`config.mk`:
```
export PLATFORM = sky130hd
export DESIGN_NAME = regfile_bypass_sb
export DESIGN_NICKNAME = d
export VERILOG_FILES = /design/src/rtl/regfile_bypass_sb.sv
export SDC_FILE = /design/constraint.sdc
export NUM_CORES = 1
export LEC_CHECK = 0
export CORE_MARGIN = 5
export CORE_UTILIZATION = 50
export DETAILED_ROUTE_END_ITERATION = 8
export PLACE_DENSITY = 0.75
export RECOVER_POWER = 25
export SLEW_MARGIN = 20
export SYNTH_ARGS = -nofsm -noshare
export SYNTH_HDL_FRONTEND = slang
export SYNTH_SLANG_ARGS = --single-unit
```
`constraint.sdc`:
```
create_clock -name clk -period 9.8 [get_ports clk]
set_clock_uncertainty 0.1 [all_clocks]
set_input_delay 1.96 -clock clk [delete_from_list [all_inputs] [get_ports clk]]
set_output_delay 1.96 -clock clk [all_outputs]
set_load 0.005 [all_outputs]
```
`src/rtl/regfile_bypass_sb.sv`:
```
// Parametrised integer register file with write-to-read bypass, a per-register
// pending scoreboard, and a sequential clear engine that zeroes the array after reset.
module regfile_bypass_sb #(
  parameter int XLEN = 32,
  parameter int AW   = 5
) (
  input  logic            clk,
  input  logic            rst,
  input  logic [AW-1:0]   ra1,
  input  logic [AW-1:0]   ra2,
  output logic [XLEN-1:0] rd1,
  output logic [XLEN-1:0] rd2,
  input  logic            we,
  input  logic [AW-1:0]   wa,
  input  logic [XLEN-1:0] wd,
  input  logic            set_en,
  input  logic [AW-1:0]   set_addr,
  output logic            pend1,
  output logic            pend2,
  output logic            ready
);

  localparam int NREGS = 1 << AW;
  localparam logic [AW-1:0] LAST_IDX = AW'(NREGS - 1);

  typedef enum logic {CLEAR, RUN} state_t;

  state_t            state, state_nxt;
  logic [AW-1:0]     clr_idx, clr_idx_nxt;
  logic [XLEN-1:0]   regs [NREGS];
  logic [NREGS-1:0]  pend;
  logic              wr_en;
  logic              set_ok;

  // Stored value is overridden by zero (entry 0 / not ready) or by the in-flight write.
  function automatic logic [XLEN-1:0] read_sel(
    input logic            rdy,
    input logic [AW-1:0]   ra,
    input logic            w_en,
    input logic [AW-1:0]   w_addr,
    input logic [XLEN-1:0] w_data,
    input logic [XLEN-1:0] stored
  );
    if (!rdy || ra == '0) return '0;
    if (w_en && w_addr == ra) return w_data;
    return stored;
  endfunction

  always_ff @(posedge clk) begin
    if (rst) begin
      state   <= CLEAR;
      clr_idx <= '0;
    end else begin
      state   <= state_nxt;
      clr_idx <= clr_idx_nxt;
    end
  end

  always_comb begin
    state_nxt   = state;
    clr_idx_nxt = clr_idx;
    case (state)
      CLEAR: begin
        clr_idx_nxt = clr_idx + AW'(1);
        if (clr_idx == LAST_IDX) state_nxt = RUN;
      end
      RUN: begin
        state_nxt = RUN;
      end
      default: state_nxt = CLEAR;
    endcase
  end

  assign ready  = (state == RUN);
  assign wr_en  = ready && we && (wa != '0);
  assign set_ok = ready && set_en && (set_addr != '0);

  // Data array carries no reset; the clear engine owns it while in CLEAR.
  always_ff @(posedge clk) begin
    if (state == CLEAR) begin
      regs[clr_idx] <= '0;
    end else if (wr_en) begin
      regs[wa] <= wd;
    end
  end

  // A set landing on the same entry as a writeback wins: the new producer is still outstanding.
  always_ff @(posedge clk) begin
    if (rst) begin
      pend <= '0;
    end else begin
      if (wr_en)  pend[wa]       <= 1'b0;
      if (set_ok) pend[set_addr] <= 1'b1;
    end
  end

  assign rd1 = read_sel(ready, ra1, we, wa, wd, regs[ra1]);
  assign rd2 = read_sel(ready, ra2, we, wa, wd, regs[ra2]);

  assign pend1 = ready & pend[ra1] & ~(we & (wa == ra1));
  assign pend2 = ready & pend[ra2] & ~(we & (wa == ra2));

endmodule

```
==> report_table.html <==
<table>
<tr><th>Metric</th><th>Value</th></tr>
<tr><th colspan="2">Timing</th></tr>
<tr><td>Final hold slack</td><td>~400 ps</td></tr>
<tr><td>Count of endpoints failing hold in the final timing report</td><td>0</td></tr>
<tr><td>Max Slew Vio Count</td><td>between 150 and 200</td></tr>
<tr><td>Setup repair after global routing missed its margin</td><td>no</td></tr>
<tr><td>Max_slew headroom</td><td>-135%</td></tr>
<tr><td>Number of setup violations in the final report</td><td>0</td></tr>
<tr><td>Worst-Margin Slew</td><td>~3500 ps</td></tr>
<tr><td>Maximum achievable frequency</td><td>~130 MHz</td></tr>
<tr><td>Setup TNS after final layout</td><td>0 ps</td></tr>
<tr><td>Post-route fraction of the period consumed by the critical path</td><td>80.7%</td></tr>
<tr><td>Minimum period implied by the final worst setup slack</td><td>7910 ps</td></tr>
<tr><th colspan="2">Clock network</th></tr>
<tr><td>Clk sink count</td><td>roughly 1.1k</td></tr>
<tr><td>Clock latency on the worst-skew pair</td><td>approximately 700 ps</td></tr>
<tr><td>H-tree depth reported by CTS</td><td>3</td></tr>
<tr><td>Clock tree from TritonCTS</td><td>yes</td></tr>
<tr><td>Buffer depth of the longest clock path</td><td>3</td></tr>
<tr><td>Total CTS buffers</td><td>around 110</td></tr>
<tr><td>Count of hold buffers inserted by post-cts repair</td><td>0</td></tr>
<tr><td>Post-CTS resize count</td><td>0</td></tr>
<tr><td>Root buffer selected by CTS</td><td>clkbuf_16</td></tr>
<tr><td>Clock slew at the register clock pins of the worst setup and hold paths</td><td>roughly 60 ps</td></tr>
<tr><td>Post-CTS setup buffer count</td><td>0</td></tr>
<tr><th colspan="2">Floorplan</th></tr>
<tr><td>Width of the die</td><td>between 300 and 400 um</td></tr>
<tr><td>Die H</td><td>330 um</td></tr>
<tr><td>Standard-cell rows</td><td>~120</td></tr>
<tr><td>Top-level I/O count</td><td>between 100 and 150</td></tr>
<tr><td>Die area</td><td>0.109 mm^2</td></tr>
<tr><td>Std-Cell Core Area</td><td>~0.1 mm^2</td></tr>
<tr><td>Effective utilization at floorplan</td><td>between 50% and 60%</td></tr>
<tr><th colspan="2">Layout</th></tr>
<tr><td>Share of post-route cells with drive strength above 1</td><td>19.7%</td></tr>
<tr><td>Utilization after layout</td><td>a little under three fifths</td></tr>
<tr><td>Area growth, synth to finish</td><td>12.0%</td></tr>
<tr><td>Count of fill cells added during filler insertion</td><td>7652</td></tr>
<tr><td>Final cell area excluding filler cells</td><td>~0.057 mm^2</td></tr>
<tr><td>Final Net Count</td><td>~3.2k</td></tr>
<tr><th colspan="2">Placement</th></tr>
<tr><td>DP Wirelength</td><td>approximately 87 mm</td></tr>
<tr><td># port buffers</td><td>122</td></tr>
<tr><td>Placed standard-cell area</td><td>around 0.054 mm^2</td></tr>
<tr><td>Routability congestion estimate from global placement</td><td>0.850</td></tr>
<tr><th colspan="2">Power</th></tr>
<tr><td>Worst ir drop on vdd</td><td>0.000181 V</td></tr>
<tr><td>Pwr per Cell Area</td><td>173 mW/mm^2</td></tr>
<tr><td>Leak pwr</td><td>18.5 nW</td></tr>
<tr><td>Post-route total power</td><td>~0.0099 W</td></tr>
<tr><th colspan="2">Synthesis</th></tr>
<tr><td>Number of register bits inferred by synthesis</td><td>between 1k and 1.5k</td></tr>
<tr><td>Primary flip-flop cell chosen by synthesis mapping</td><td>edfxtp_1</td></tr>
<tr><td>Number of warning messages in the yosys log</td><td>0</td></tr>
<tr><td>Count of flip-flops with a built-in enable after synthesis</td><td>1024</td></tr>
<tr><td>Mapped Cells</td><td>slightly above 3k</td></tr>
<tr><td>Post-synthesis cell area</td><td>between 0.05 and 0.06 mm^2</td></tr>
<tr><td>Post-synthesis net count</td><td>3145</td></tr>
<tr><td>Average cell area after synthesis</td><td>~17 um^2</td></tr>
<tr><td>Sequential area share after synthesis</td><td>between 60% and 70%</td></tr>
<tr><td>Async S/R FF share, synth</td><td>0%</td></tr>
<tr><td>Count of cell types in the netlist</td><td>61</td></tr>
<tr><th colspan="2">Status</th></tr>
<tr><td>Result of the run</td><td>finished, violations left</td></tr>
<tr><td>Failing checks</td><td>max-capacitance violations, max-slew violations</td></tr>
<tr><th colspan="2">Critical path</th></tr>
<tr><td>Crit-path max FO</td><td>41</td></tr>
<tr><td>Required arrival time at the worst endpoint</td><td>roughly 10000 ps</td></tr>
<tr><td>Kind of critical path</td><td>in -&gt; reg</td></tr>
<tr><td>Type of destination of the critical path</td><td>flop</td></tr>
<tr><td>Data arrival, critical path</td><td>8130 ps</td></tr>
<tr><td>Reg2reg start</td><td>ready</td></tr>
<tr><td>Category of the worst setup path launch point</td><td>primary input</td></tr>
<tr><td>Worst setup path start</td><td>wa[4]</td></tr>
<tr><th colspan="2">Global routing</th></tr>
<tr><td>Vias in the first global route</td><td>roughly 33k</td></tr>
<tr><td>Global-route wire length before repair</td><td>approximately 230 mm</td></tr>
<tr><td>Pin count of the biggest net entering global routing</td><td>121</td></tr>
<tr><td>Antenna violations before repair</td><td>4</td></tr>
<tr><td>All-Layer GR Usage</td><td>between 20% and 30%</td></tr>
<tr><td>GRT Residual Overflow</td><td>0</td></tr>
<tr><th colspan="2">Min path</th></tr>
<tr><td>Class of the most critical hold timing path</td><td>reg -&gt; reg</td></tr>
<tr><td>Startpoint of the worst hold path</td><td>pend[14]</td></tr>
<tr><th colspan="2">Routing</th></tr>
<tr><td>Routed wire length</td><td>160 mm</td></tr>
<tr><td>Detailed-route DRC error count</td><td>0</td></tr>
<tr><td>Number of detailed-route iterations in the first pass</td><td>7</td></tr>
<tr><td>Detail-routed net length per standard cell</td><td>around 35 um</td></tr>
<tr><td>DRC violation total after the first TritonRoute iteration</td><td>about 5k</td></tr>
<tr><td>Antenna Violating Nets Remaining</td><td>0</td></tr>
<tr><td>Post-DR vias/cell</td><td>7.27</td></tr>
<tr><td>Total number of vias</td><td>roughly 34k</td></tr>
<tr><th colspan="2">Job</th></tr>
<tr><td>Total of max-cap violations</td><td>5</td></tr>
</table>
==> kinds of logic (layout without fill, tap and decap cells) <==
| family | count (synthesis) | after routing | synth area share [%] |
|---|---|---|---|
| flops | 1062 | 1062 | 61.5 |
| other cells | 0 | 1 | 0 |
| buf+inv | 265 | 421 | 3.00 |
| fa+ha+maj | 2 | 2 | 0.0488 |
| xor+xnor | 12 | 12 | 0.205 |
| mux | 731 | 731 | 22.4 |
| compound gates | 676 | 676 | 9.48 |
| simple gates | 339 | 339 | 3.38 |
==> sequential cells by signal, indices dropped and copies added, names as in the netlist <==
signal   count
ready        1
regs      1024
pend        32
clr_idx      5
==> layout make-up <==
type                       count  area [um^2]  share of cell area, %
sequential                  1062        31500                   54.9
multi-input combinational   1760        18500                   32.3
inverter                      10         40.0                 0.0697
tap                         1368         1710                   2.98
clock inverter                59          538                  0.937
antenna                        1         2.50                0.00436
clock buffer                 141         3050                   5.32
timing repair buffer         211         2020                   3.52
==> layer usage <==
metal / global-route usage, % / up-vias / routed length, um
li1: - / 13126 / -
met1: 37.0 / 16998 / 54500
met2: 45.2 / 2730 / 73600
met3: 7.50 / 670 / 20700
met4: 16.5 / 2 / 11000
met5: 0 / - / 13
==> placed cells by master (no fill, tap or decap), types with 12 or more instances in the layout <==
cell type,n
nor3_1,51
and2_0,20
and2_1,26
a22o_1,31
clkinv_2,12
o21bai_1,20
dfxtp_1,38
clkbuf_16,117
nor2_4,31
buf_4,78
nand2b_1,48
nor2_1,21
o21ai_0,106
clkdlybuf4s50_1,111
a22oi_1,79
mux2i_1,396
a21oi_1,145
a221o_1,25
a221oi_1,175
edfxtp_1,1024
mux4_2,333
a21boi_0,19
clkinv_1,28
clkbuf_1,23
a211o_1,43
nand2_1,80
nor2b_1,16
==> worst paths after layout <==
path / to / slack [ps] / depth (start not counted)
setup / recovery: regs[1][8] / 1890 / 9
hold / removal: pend[14] / 400 / 2
setup reg to reg: regs[1][8] / 2970 / 8
hold reg to reg: pend[14] / 400 / 2
==> power breakdown <==
part	switching (W)	leakage [nW]	internal [W]
clock	0.00175	1.74	0.00242
combinational	0.000457	7.72	0.000296
sequential	0.0000226	8.99	0.00496
total	0.00223	18.5	0.00768
==> through the flow <==
stage               cells  setup slack [ps]
floorplan            3087              3780
global placement     4409              2110
detailed placement   4411              2120
CTS                  4611              2050
global route         4611              1820
finish               4612              1890
==> cells in the mapped netlist, types with 4 or more instances <==
master | count | area (um^2)
a211o_1 | 43 | 377
a211oi_1 | 5 | 37.5
a21boi_0 | 19 | 143
a21oi_1 | 145 | 726
a221o_1 | 25 | 250
a221oi_1 | 175 | 1530
a22o_1 | 31 | 272
a22oi_1 | 79 | 593
and2_0 | 4 | 25.0
and2_1 | 43 | 269
buf_1 | 9 | 33.8
buf_12 | 4 | 80.1
buf_2 | 49 | 245
buf_4 | 32 | 240
buf_6 | 30 | 338
buf_8 | 6 | 90.1
clkbuf_1 | 124 | 465
dfxtp_1 | 38 | 761
edfxtp_1 | 1024 | 30700
inv_1 | 10 | 37.5
mux2i_1 | 396 | 3960
mux4_2 | 333 | 7500
nand2_1 | 81 | 304
nand2b_1 | 48 | 300
nand3_1 | 8 | 40.0
nor2_1 | 52 | 195
nor2b_1 | 22 | 138
nor3_1 | 54 | 270
nor3b_1 | 5 | 37.5
o211ai_1 | 4 | 30.0
o21ai_0 | 106 | 531
o21bai_1 | 21 | 158
o31ai_1 | 4 | 30.0
or2_2 | 5 | 31.3
xnor2_1 | 6 | 52.6
xor2_1 | 6 | 52.6
==> critical path, cell delays in order <==
cell           delay (ps)
dlygate4sd3_1         740
nor3_1                170
a21oi_4               160
clkbuf_1             2500
mux2i_1               370
clkbuf_1              540
nand2_1               400
nor2_4                690
buf_4                 540
Note: power is estimated with default switching activity, not from simulation.
